$ cat src/rtl/cpu_pkg.sv
// cpu_pkg
//   Shared datapath definitions: word width, default transfer-counter width
//   and the destination select encoding used by the 1-to-2 demultiplexer.
//   No ports.
package cpu_pkg;

  localparam int DWIDTH = 32;
  localparam int CWIDTH = 8;

  // Destination select: 0 routes to output A, 1 routes to output B.
  typedef enum logic {
    DEST_A = 1'b0,
    DEST_B = 1'b1
  } dest_e;

endpackage

$ cat src/rtl/demux1to2_buf_if.sv
// demux1to2_buf_if
//   Bundles the single input stream and the two output streams of the
//   1-to-2 demultiplexer, together with the per-output delivery counters.
//   Parameters: DWIDTH (word width), CWIDTH (delivery counter width).
//   Modports:
//     master - producer/consumer side: drives in_data, sel, in_valid,
//              a_ready, b_ready; observes everything else.
//     slave  - demultiplexer side: the mirror image of master.
interface demux1to2_buf_if
  import cpu_pkg::*;
#(
  parameter int DWIDTH = cpu_pkg::DWIDTH,
  parameter int CWIDTH = cpu_pkg::CWIDTH
);

  logic [DWIDTH-1:0] in_data;
  dest_e             sel;
  logic              in_valid;
  logic              in_ready;

  logic [DWIDTH-1:0] a_data;
  logic              a_valid;
  logic              a_ready;

  logic [DWIDTH-1:0] b_data;
  logic              b_valid;
  logic              b_ready;

  logic [CWIDTH-1:0] a_count;
  logic [CWIDTH-1:0] b_count;

  modport master (
    output in_data, sel, in_valid, a_ready, b_ready,
    input  in_ready, a_data, a_valid, b_data, b_valid, a_count, b_count
  );

  modport slave (
    input  in_data, sel, in_valid, a_ready, b_ready,
    output in_ready, a_data, a_valid, b_data, b_valid, a_count, b_count
  );

endinterface

$ cat src/rtl/demux_out_buf.sv
// demux_out_buf
//   Two-entry FIFO for one output of the demultiplexer, plus a delivery
//   counter that increments on every valid && ready handshake.
//   Ports:
//     clk, rst_n  clock; synchronous active-low reset
//     push        write push_data to the tail (ignored while full)
//     push_data   word to write
//     ready       consumer takes the head word when valid
//     full        buffer holds two words
//     valid       buffer holds at least one word
//     data        head word (holds its last value while empty)
//     count       number of delivered words, wrapping
module demux_out_buf #(
  parameter int DWIDTH = cpu_pkg::DWIDTH,
  parameter int CWIDTH = cpu_pkg::CWIDTH
) (
  input  logic              clk,
  input  logic              rst_n,
  input  logic              push,
  input  logic [DWIDTH-1:0] push_data,
  input  logic              ready,
  output logic              full,
  output logic              valid,
  output logic [DWIDTH-1:0] data,
  output logic [CWIDTH-1:0] count
);

  // Entry 0 is always the head; entry 1 is the second word when present.
  logic [DWIDTH-1:0] mem_reg  [2];
  logic [DWIDTH-1:0] mem_next [2];
  logic [1:0]        fill_reg, fill_next;
  logic [CWIDTH-1:0] count_reg, count_next;
  logic              pop;
  logic              push_ok;

  assign full    = (fill_reg == 2'd2);
  assign valid   = (fill_reg != 2'd0);
  assign data    = mem_reg[0];
  assign count   = count_reg;
  assign pop     = valid && ready;
  // No pass-through when full: a pop in the same cycle does not free a slot.
  assign push_ok = push && !full;

  always_comb begin
    mem_next   = mem_reg;
    fill_next  = fill_reg;
    count_next = count_reg;

    if (pop) begin
      // Only shift when a second word exists, so an emptied buffer keeps
      // showing the word it last delivered.
      if (fill_reg == 2'd2) begin
        mem_next[0] = mem_reg[1];
      end
      count_next = count_reg + CWIDTH'(1);
    end

    if (push_ok) begin
      // The new word lands in slot 0 if the buffer is empty, or if the only
      // resident word leaves this same cycle; otherwise it queues in slot 1.
      if ((fill_reg == 2'd0) || pop) begin
        mem_next[0] = push_data;
      end else begin
        mem_next[1] = push_data;
      end
    end

    fill_next = fill_reg + 2'(push_ok) - 2'(pop);
  end

  always_ff @(posedge clk) begin
    if (!rst_n) begin
      mem_reg   <= '{default: '0};
      fill_reg  <= 2'd0;
      count_reg <= '0;
    end else begin
      mem_reg   <= mem_next;
      fill_reg  <= fill_next;
      count_reg <= count_next;
    end
  end

endmodule

$ cat src/rtl/demux1to2_buf.sv
// demux1to2_buf
//   Registered 1-to-2 demultiplexer: steers each accepted input word to
//   buffer A (sel = DEST_A) or buffer B (sel = DEST_B). Each output has its
//   own two-entry buffer, so a stalled consumer never blocks the other one.
//   Ports:
//     clk, rst_n  clock; synchronous active-low reset
//     bus         demux1to2_buf_if.slave carrying the input stream, both
//                 output streams and the two delivery counters
module demux1to2_buf
  import cpu_pkg::*;
#(
  parameter int DWIDTH = cpu_pkg::DWIDTH,
  parameter int CWIDTH = cpu_pkg::CWIDTH
) (
  input  logic            clk,
  input  logic            rst_n,
  demux1to2_buf_if.slave  bus
);

  // Index 0 is output A, index 1 is output B.
  logic [1:0]        push;
  logic [1:0]        ready;
  logic [1:0]        full;
  logic [1:0]        valid;
  logic [DWIDTH-1:0] data  [2];
  logic [CWIDTH-1:0] count [2];

  assign push[0] = bus.in_valid && bus.in_ready && (bus.sel == DEST_A);
  assign push[1] = bus.in_valid && bus.in_ready && (bus.sel == DEST_B);
  assign ready   = {bus.b_ready, bus.a_ready};

  // Readiness follows only the selected buffer and never in_valid; it is
  // held low while reset is asserted.
  assign bus.in_ready = rst_n && !((bus.sel == DEST_B) ? full[1] : full[0]);

  generate
    for (genvar gi = 0; gi < 2; gi++) begin : g_buf
      demux_out_buf #(
        .DWIDTH (DWIDTH),
        .CWIDTH (CWIDTH)
      ) u_buf (
        .clk       (clk),
        .rst_n     (rst_n),
        .push      (push[gi]),
        .push_data (bus.in_data),
        .ready     (ready[gi]),
        .full      (full[gi]),
        .valid     (valid[gi]),
        .data      (data[gi]),
        .count     (count[gi])
      );
    end
  endgenerate

  assign bus.a_data  = data[0];
  assign bus.a_valid = valid[0];
  assign bus.a_count = count[0];
  assign bus.b_data  = data[1];
  assign bus.b_valid = valid[1];
  assign bus.b_count = count[1];

endmodule

$ cat src/flat_wrapper.sv
// flat-port wrapper written by rule: the top's interface ports become plain ports
module demux1to2_buf_flat import cpu_pkg::*;
#(
  parameter int DWIDTH = cpu_pkg::DWIDTH,
  parameter int CWIDTH = cpu_pkg::CWIDTH
)
  (clk, rst_n, bus_in_data, bus_sel, bus_in_valid, bus_a_ready, bus_b_ready, bus_in_ready, bus_a_data, bus_a_valid, bus_b_data, bus_b_valid, bus_a_count, bus_b_count);
  demux1to2_buf_if #(.DWIDTH(DWIDTH), .CWIDTH(CWIDTH)) bus_i ();
  input  logic clk;
  input  logic rst_n;
  input wire logic [$bits(bus_i.in_data)-1:0] bus_in_data;
  input wire logic [$bits(bus_i.sel)-1:0] bus_sel;
  input wire logic [$bits(bus_i.in_valid)-1:0] bus_in_valid;
  input wire logic [$bits(bus_i.a_ready)-1:0] bus_a_ready;
  input wire logic [$bits(bus_i.b_ready)-1:0] bus_b_ready;
  output wire logic [$bits(bus_i.in_ready)-1:0] bus_in_ready;
  output wire logic [$bits(bus_i.a_data)-1:0] bus_a_data;
  output wire logic [$bits(bus_i.a_valid)-1:0] bus_a_valid;
  output wire logic [$bits(bus_i.b_data)-1:0] bus_b_data;
  output wire logic [$bits(bus_i.b_valid)-1:0] bus_b_valid;
  output wire logic [$bits(bus_i.a_count)-1:0] bus_a_count;
  output wire logic [$bits(bus_i.b_count)-1:0] bus_b_count;
  assign bus_i.in_data = bus_in_data;
  assign bus_i.sel = bus_sel;
  assign bus_i.in_valid = bus_in_valid;
  assign bus_i.a_ready = bus_a_ready;
  assign bus_i.b_ready = bus_b_ready;
  assign bus_in_ready = bus_i.in_ready;
  assign bus_a_data = bus_i.a_data;
  assign bus_a_valid = bus_i.a_valid;
  assign bus_b_data = bus_i.b_data;
  assign bus_b_valid = bus_i.b_valid;
  assign bus_a_count = bus_i.a_count;
  assign bus_b_count = bus_i.b_count;
  demux1to2_buf #(.DWIDTH(DWIDTH), .CWIDTH(CWIDTH)) u_core (.clk(clk), .rst_n(rst_n), .bus(bus_i));
endmodule
$ cat config.mk
export PLATFORM = sky130hd
export DESIGN_NAME = demux1to2_buf_flat
export DESIGN_NICKNAME = d
export VERILOG_FILES = /design/src/rtl/cpu_pkg.sv /design/src/rtl/demux1to2_buf_if.sv /design/src/rtl/demux_out_buf.sv /design/src/rtl/demux1to2_buf.sv /design/src/flat_wrapper.sv
export SDC_FILE = /design/constraint.sdc
export NUM_CORES = 1
export LEC_CHECK = 0
export CAP_MARGIN = 20
export CORE_MARGIN = 3
export CORE_UTILIZATION = 53
export CTS_CLUSTER_DIAMETER = 40
export DETAILED_ROUTE_END_ITERATION = 6
export GPL_TIMING_DRIVEN = 0
export PLACE_DENSITY = 0.8
export SYNTH_ARGS = -nofsm -noshare
export SYNTH_HDL_FRONTEND = slang
export SYNTH_SLANG_ARGS = --single-unit
$ cat constraint.sdc
create_clock -name clk -period 3.05 [get_ports clk]
set_clock_uncertainty 0.1 [all_clocks]
set_input_delay 0.61 -clock clk [delete_from_list [all_inputs] [get_ports clk]]
set_output_delay 0.61 -clock clk [all_outputs]
set_load 0.005 [all_outputs]
==> reports/metrics.cfg, run 1 <==
[synth]
synth-main-ff-cell=dfxtp_1
synth_common_cells=148 x dfxtp_1, 137 x nand2_1, 76 x a21oi_1
netlist_top_cells_area=dfxtp_1 42%, a311oi_1 7.5%, nand2_1 7.3%, buf_4 6.9%, a211oi_1 6.8%
synth_area_leader_cell=dfxtp_1
synthCells=854
yosysTopAreaCellShare_pct=42.0
yosysWarnings=0
synth-seq-area-share_pct=42.0
synth.most_common_cell=dfxtp_1
synth-seq-cells=148
synthDistinctLibCells=31
syn-num-nets=898
async_reset_ff_share_pct=0
synth_edf_count=0
syn_avg_cell_area_sq_um=8.25
synth_area_sq_mm=0.00705

[drt]
vias=7009
wl_per_cell_um=17.5
via_per_inst=5.97
firstDrtPassIters=7
drt-initial-drc-count=750
ant_nets=0
totalWireLength_mm=20.6
post-route-drc-count=0

[die]
initial_core_util_pct=55.0
die_area_sq_mm=0.0147
ios=121
row_count=41
core-area_sq_mm=0.0128
die_h_um=121
die_x_um=121

[setup_path]
r2r_setup_slack_ns=0.89
cp.required_ns=2.34
crit_family=buffers and inverters
path_cells=dlygate4sd2_1, clkinvlp_4, clkbuf_2, nor2_1, clkdlybuf4s50_1
ff2ff_path_depth=9
arrival_ns=2.12
worstSetupStartpointType=input pin
r2r_start=u_core.g_buf[1].u_buf.fill_reg[0]
timing.rr.end=u_core.g_buf[1].u_buf.fill_reg[1]
worstPathMaxFanout=10
cp-end-kind=primary output
max_stage_delay_ns=0.53
path_class=input pin to primary output
startpoint=rst_n
path_buf_inv=4
crit_slowest_cell=clkdlybuf4s50_1

[finish]
layout-drive-gt1-share_pct=13.1
utilization_pct=70.0
layout.nets=1035
areaGrowthSynthToFinish_pct=27.4
insertedDiodeCount=0

[sta]
fmax_ghz=0.354
fin_crit_ns=2.83
fin_ws_ns=0.223
final-setup-viol-count=0
finalHoldViolCount=0
relSlewSlack_pct=53.6
rsz0062_at_grt=false
worst_pin_slew_ns=0.697
timing.final.crit_share_pct=92.7
maxSlewViolCount=0

[worst_hold_path]
hp-start=u_core.g_buf[1].u_buf.mem_reg[25]
whs_path_depth=2
hold_class=flip-flop to flip-flop
min_to=u_core.g_buf[1].u_buf.mem_reg[25]

[global_route]
grt_usage_pct=28.7
overflow=0
antenna_found_initial=0
grt_pass1_wl_mm=33.8
grt_pass1_vias=6591
grt_max_degree=17

[clocking]
h-tree-depth=4
clock_path_buffers=2
clk_pin_slew_ns=0.06
insertion_delay_ns=0.42
numCtsBuffers=17
ctsHoldBuffers=0
cts_sinks=148
cts_root_buffer=clkbuf_16
cts_tree=yes

[pwr]
p_leak_nw=3.02
power_per_cell_area_mw_per_mm2=607
vdd_drop_max_mv=0.484

[flow_run]
drv_cap=0

[place]
hpwl_mm=14.2
dp_slack_ns=-0.449
gp_congestion=0.888
io_buffers=118

[outcome]
run_status=finished clean

[timing repair]
item,CTS,global route
setup buffers,1,0
setup endpoints to repair,1,0
resized for setup,3,0
[report_power, final]
part           switching, mW  internal (mW)
Sequential            0.0991           2.09
Combinational          0.708          0.650
Clock                  0.771           1.13
[worst max path at each step]
stage / endpoint / slack, ns / cells after the start
2_1_floorplan: u_core.g_buf[1].u_buf.fill_reg[1] / 0.79 / 10
4_1_cts: bus_in_ready / 0.27 / 5
3_5_place_dp: bus_in_ready / -0.45 / 6
3_3_place_gp: bus_in_ready / -0.37 / 6
6_report: bus_in_ready / 0.22 / 5
5_1_grt: u_core.g_buf[0].u_buf.fill_reg[0] / 0.1 / 9
[cells by family (layout without fill, tap and decap cells)]
family,Yosys count,after routing,share of synthesized area (%)
AO/OA/AOI/OAI,286,286,26.8
AND/OR/NAND/NOR,244,244,15.6
buffers and inverters,162,310,13.5
flip-flops,148,148,42.0
XOR/XNOR,8,8,0.994
adder cells (fa/ha/maj),6,6,1.06
[worst reg2reg max path, stage by stage, from the launching register on]
cell and delay (ns):
dfxtp_1 0.31, buf_2 0.17, o21ai_1 0.46, inv_1 0.09, ha_1 0.29, inv_1 0.04
ha_1 0.20, xor2_1 0.17, xnor2_1 0.14, nor2_1 0.06
[layer usage]
layer / track usage [%] / part of all wire (%)
met5: 0 / 0
met3: 5.41 / 8.4
met2: 42.9 / 45
met1: 40.0 / 43
met4: 13.4 / 3.6
[through the flow]
stage	hold slack [ns]	instances	setup TNS [ns]	total power [mW]	cell area, sq um
5_1_grt	0.399	1174	0	5.68	8980
3_3_place_gp	0.362	1144	-0.818	3.55	8450
6_report	0.376	1174	0	5.45	8980
4_1_cts	0.374	1174	0	5.44	8980
3_5_place_dp	0.367	1144	-1.12	3.57	8450
2_1_floorplan	0.354	854	0	2.97	7050
[area by class of cell]
cell class,count,area [sq um]
buffer,155,927
clock buffer,25,505
clock inverter,5,25.0
fill,1038,3840
inverter,6,26.3
multi-input combinational,544,3130
sequential,148,2960
tap,172,215
timing repair buffer,119,1190
[layout by cell type (no fill, tap or decap), drive strengths merged, types with 5 or more instances in the layout]
cell type | Yosys | layout
a311oi | 64 | 64
xor2 | 6 | 6
inv | 6 | 5
ha | 6 | 6
dfxtp | 148 | 148
o21ai | 74 | 74
buf | 95 | 96
clkdlybuf4s50 | 0 | 117
a211oi | 64 | 64
nor2 | 7 | 7
nand3 | 69 | 69
nand2 | 137 | 137
clkinv | 0 | 5
clkbuf | 61 | 85
or3 | 6 | 6
a21oi | 76 | 76
(Power assumes the default switching activity.)
==> run 2: changes to the inputs <==
- CTS_BUF_LIST: unset -> sky130_fd_sc_hd__clkbuf_2 sky130_fd_sc_hd__clkbuf_4 sky130_fd_sc_hd__clkbuf_8
==> run 2 against run 1 <==
  * Total power is 9.5% lower
  * First-iteration DRC count is 3.3% higher
  * Sequential share of layout area is 0.68 points higher
  * Sequential power is essentially flat
  * Clock power fell by 27%
  * Setup slack better by 0.011 ns
  * Utilization fell by 1.4 points
  * Flip-flop and latch count stayed put
  * Via count about the same
  * Combinational power is essentially flat
  * Worst hold slack gained 0.0017 ns
  * Critical path depth unchanged
  * Critical path type unchanged
  * Critical endpoint unchanged
==> reports/metrics.cfg, run 2 (synthesis gave the netlist of run 1 again) <==
[drt]
totalWireLength_mm=20.5
via_per_inst=5.97
ant_nets=0
vias=7010
post-route-drc-count=0
wl_per_cell_um=17.4
highest_layer=met4
route.met3.wl_mm=1.91
routed-wl-met2_mm=9.19
firstDrtPassIters=5
drt-met1-wl_mm=8.69
drt-initial-drc-count=775

[die]
die_area_sq_mm=0.0147
ios=121
die_x_um=121
initial_core_util_pct=55.0
row_count=41
die_h_um=121
core-area_sq_mm=0.0128

[place]
dp_slack_ns=-0.449
placed_area_sq_mm=0.00845
io_buffers=118
hpwl_mm=14.2
gp_congestion=0.888

[global_route]
grt_usage_pct=28.5
grt_pass1_vias=6546
grt_max_degree=17
grt_pass1_wl_mm=33.5
antenna_found_initial=0
overflow=0

[setup_path]
endpoint=bus_in_ready
startpoint=rst_n
worstPathMaxFanout=10
worstSetupStartpointType=input pin
r2r_start=u_core.g_buf[1].u_buf.fill_reg[0]
timing.rr.end=u_core.g_buf[1].u_buf.fill_reg[1]
path_class=input pin to primary output
cp-end-kind=primary output
ff2ff_path_depth=9
cp.required_ns=2.34
r2r_setup_slack_ns=0.93
arrival_ns=2.11

[sta]
whs_ns=0.377
fin_ws_ns=0.233
final-setup-viol-count=0
maxSlewViolCount=0
finalHoldViolCount=0
fin_crit_ns=2.82
fmax_ghz=0.355
timing.final.crit_share_pct=92.4
rsz0062_at_grt=false
relSlewSlack_pct=54.2
worst_pin_slew_ns=0.687

[finish]
utilization_pct=68.6
layout-drive-gt1-share_pct=13.4
regArea_sq_mm=0.00296
mostFrequentLayoutCell=dfxtp_1
areaGrowthSynthToFinish_pct=24.9
insertedDiodeCount=0
multiInputGateArea_sq_mm=0.00313
final_cell_area_sq_mm=0.00880
most-common-layout-cells=148 x dfxtp_1, 137 x nand2_1, 117 x clkdlybuf4s50_1
nFillCells=1081
layout.nets=1035

[clocking]
insertion_delay_ns=0.46
cts_tree=yes
cts_root_buffer=clkbuf_8
clk_pin_slew_ns=0.08
clock_path_buffers=2
cts_sinks=148
numCtsBuffers=17
h-tree-depth=4

[worst_hold_path]
hold_class=flip-flop to flip-flop
hp-start=u_core.g_buf[1].u_buf.mem_reg[24]

[pwr]
power_switching_mw=1.51
pwr-share-comb_pct=27.5
power_per_cell_area_mw_per_mm2=561
p_leak_nw=2.94
p_total_mw=4.94
sequentialPowerShare_pct=44.3
p_clk_share_pct=28.2
vdd_drop_max_mv=0.317
p_sw_share_pct=30.7
p_int_mw=3.42

[flow_run]
drv_cap=0

[outcome]
run_status=finished clean

run 2: cell counts in the layout (fill, tap and decap cells not counted):
Identical to the previous run, type by type.
run 2: cell type report:
type	instances	area share (%)
multi-input cells	544	35.6
flip-flops and latches	148	33.7
repair buffers	119	13.5
plain buffers	155	10.5
clock buffers	25	3.70
well taps	172	2.44
inverters	6	0.298
clock inverters	5	0.284
run 2: how the worst min path moves through the flow:
stage	depth (start not counted)	to	slack [ns]
2_1_floorplan	2	u_core.g_buf[0].u_buf.mem_reg[0]	0.35
3_3_place_gp	2	u_core.g_buf[1].u_buf.mem_reg[27]	0.36
3_5_place_dp	2	u_core.g_buf[1].u_buf.mem_reg[24]	0.37
4_1_cts	3	u_core.g_buf[0].u_buf.count[1]	0.36
5_1_grt	2	u_core.g_buf[1].u_buf.mem_reg[21]	0.40
6_report	2	u_core.g_buf[1].u_buf.mem_reg[24]	0.38
run 2: worst max-delay path: stages:
cell,delay [ns]
dlygate4sd2_1,0.42
clkinvlp_4,0.17
clkbuf_2,0.23
nor2_1,0.14
clkdlybuf4s50_1,0.53
run 2: power groups by stage:
stage                     registers, mW  clock network (mW)  logic, mW
after floorplan                    2.20                   0      0.772
after global placement             2.23                   0       1.32
after detailed placement           2.23                   0       1.33
after CTS                          2.19                1.40       1.34
after global routing               2.21                1.48       1.47
final                              2.19                1.39       1.36
run 2: metrics by stage:
stage | TNS, ns | instances
detailed placement | -1.12 | 1144
finish | 0 | 1174
floorplan | 0 | 854
global route | 0 | 1174
CTS | 0 | 1174
global placement | -0.818 | 1144
run 2: repair_timing:
action,CTS,global route
hold buffers,0,0
buffers inserted,1,0
gates resized for setup,3,0
endpoints found under the setup margin,1,0
run 2: routing by layer:
metal / vias to the layer above / global-route usage, %
met4: 0 / 12.8
met5: - / 0
met3: 64 / 6.43
met1: 3250 / 39.1
met2: 387 / 42.8
li1: 3309 / -
==> edit, RTL diff (flow settings as in run 2) <==
The package constant `CWIDTH` goes from 8 to 10.
--- a/src/rtl/cpu_pkg.sv
+++ b/src/rtl/cpu_pkg.sv
@@ -5,7 +5,7 @@
 package cpu_pkg;
 
   localparam int DWIDTH = 32;
-  localparam int CWIDTH = 8;
+  localparam int CWIDTH = 10;
 
   // Destination select: 0 routes to output A, 1 routes to output B.
   typedef enum logic {
Interface: changed (resized bus_a_count and bus_b_count); port bits go from 121 to 125. The function was not compared with the original's and may differ.
==> edit against run 2 <==
Routed wire length is 16% lower; cell count is 1.5% lower; count of clock-buffer cells in the layout shrank 2; utilization up 1.3 points; total power is 6.5% lower; non-clock buffer count is 27 lower; die area decreased by 2.8%; setup slack lost 0.13 ns; critical path depth fell by 1; sequential cell count rose by 4; sequential share of layout area grew 1.7 points; final area down 2.1%; synthesized area down 2.9%.
==> edit: results (changes against run 2) <==
Largest net degree at the start of global routing: 20 (+3)
Initial DRC count: 416 (-46%)
Clk_lat worst skew: 0.45 ns
Post-DP Area: 8300 um^2 (-1.8%)
Synth warn: 0 (unchanged)
Reg-to-reg endpoint: u_core.g_buf[0].u_buf.fill_reg[1]
Sequential-to-total area share from yosys stat: 44.5% (+2.4 points)
Sw Ratio: 26.8% (-3.9 points)
Outcome: finished clean
Dpl hpwl: 12.1 mm (-15%)
Maxcap violations: 0 (unchanged)
Pleak: 3.20 nW (+8.8%)
DR top layer: met4
FFs w/ async S/R, synth: 0% (unchanged)
R2R Setup Slk: 0.99 ns (+0.06 ns)
Syn nets: 881 (-1.9%)
Layout cells sized above 1: 14.1% (+0.70 points)
Commonest cells in the netlist: nand2_1 (273), dfxtp_1 (152), buf_4 (72)
Met2 WL post-DR: 8.13 mm (-12%)
Synth top area cells: dfxtp_1 (44%), nand2_1 (15%), buf_4 (7.9%)
Vias in the first global route: 5951 (-9.1%)
Clock slew at reported path FFs: 0.07 ns
H-tree Lvls: 4 (unchanged)
Worst reg2reg path depth: 8 (-1)
GPL Wtd Cong: 0.813 (-8.4%)
WHS Path Cells: 2 (unchanged)
Reg2reg start: u_core.g_buf[0].u_buf.fill_reg[0]
Worst slew margin: 64.3% (+10 points)
Drt wl/cell: 14.9 um (-15%)
Antenna violations before repair: 0 (unchanged)
Critical Path Fanout Max: 19 (+9)
WHS Endpoint: u_core.g_buf[0].u_buf.mem_reg[22]
Data arrival, critical path: 2.23 ns (+0.12 ns)
Met1 WL: 7.44 mm (-14%)
Nets@finish: 1023 (-1.2%)
Worst min-delay path category: register to register
First-pass GRT wire length: 28.0 mm (-16%)
Worst Min Path Start: u_core.g_buf[0].u_buf.mem_reg[22]
Overall Global Routing Usage: 24.3% (-4.2 points)
CTS buffer count: 17 (unchanged)
# diodes: 0 (unchanged)
DR pass1 iterations: 5 (unchanged)
Post-CTS sizing: 1 (-2)
IO buf count: 124 (+5.1%)
Max clock buf depth: 2 (unchanged)
Setup repair bufs after CTS: 0 (-1)
Met3 Wirelength: 1.41 mm (-26%)
Max VDD drop: 284 uV (-11%)
Library cells used by synthesis: 38 (+23%)
Vias per cell: 5.28 (-12%)
Clk root buf: clkbuf_8
-- edit: changes by cell type in the layout (fill, tap and decap cells not counted), moves of 60 or more --
cell / run 2 / this run
a211oi_1: 64 / 0
a21oi_1: 76 / 1
o21ai_0: 72 / 9
a31oi_1: 0 / 64
a311oi_1: 60 / 0
nand3_1: 69 / 4
nand2_1: 137 / 273
-- edit: per-stage QoR --
stage	setup TNS [ns]	instances	setup WS, ns	hold WS [ns]	total power, mW
final	0	1156	0.106	0.356	4.62
after global routing	0	1156	0.0420	0.370	4.83
after CTS	0	1156	0.109	0.355	4.64
after detailed placement	-0.311	1129	-0.311	0.345	3.34
after global placement	-0.264	1129	-0.264	0.341	3.32
after floorplan	0	837	1.08	0.335	2.84
-- edit: routing by layer --
layer / vias to the layer above / GRT usage, %
li1: 3010 / -
met1: 2871 / 29.8
met2: 203 / 40.2
met3: 20 / 7.82
met4: 0 / 8.52
met5: - / 0
-- edit: layout make-up --
class | count | area, um^2
fillers | 1070 | 3700
flip-flops and latches | 152 | 3040
multi-input cells | 555 | 2920
repair buffers | 124 | 1240
plain buffers | 123 | 858
clock buffers | 23 | 298
well taps | 168 | 210
clock inverters | 5 | 25.0
inverters | 6 | 22.5
-- edit: worst max-delay path by stage --
stage                startpoint                           endpoint  cells after the start
floorplan           bus_a_ready  u_core.g_buf[0].u_buf.fill_reg[1]                      8
global placement          rst_n                       bus_in_ready                      5
detailed placement        rst_n                       bus_in_ready                      5
CTS                       rst_n                       bus_in_ready                      4
global route              rst_n                       bus_in_ready                      4
finish                    rst_n                       bus_in_ready                      4
-- edit: worst max-delay path: stages --
cell and delay (ns):
clkdlybuf4s50_1 0.54, clkbuf_2 0.37, o211a_1 0.21, clkdlybuf4s50_1 0.49
-- edit: logic make-up after synthesis --
kind of cell / after synthesis / share of synthesized area, %
AOI/OAI and AO/OA: 202 / 18.9
xor gates and xnor gates: 20 / 2.56
adders and majority gates: 6 / 1.10
buffers and inverters: 130 / 12.9
DFF: 152 / 44.5
muxes: 1 / 0.146
and+or+nand+nor: 326 / 19.9
-- edit: power by group through the flow --
stage / registers, mW / logic (mW) / clock network (mW)
floorplan: 2.26 / 0.578 / 0
CTS: 2.25 / 1.05 / 1.34
global route: 2.27 / 1.14 / 1.41
detailed placement: 2.29 / 1.04 / 0
finish: 2.25 / 1.05 / 1.32
global placement: 2.29 / 1.02 / 0
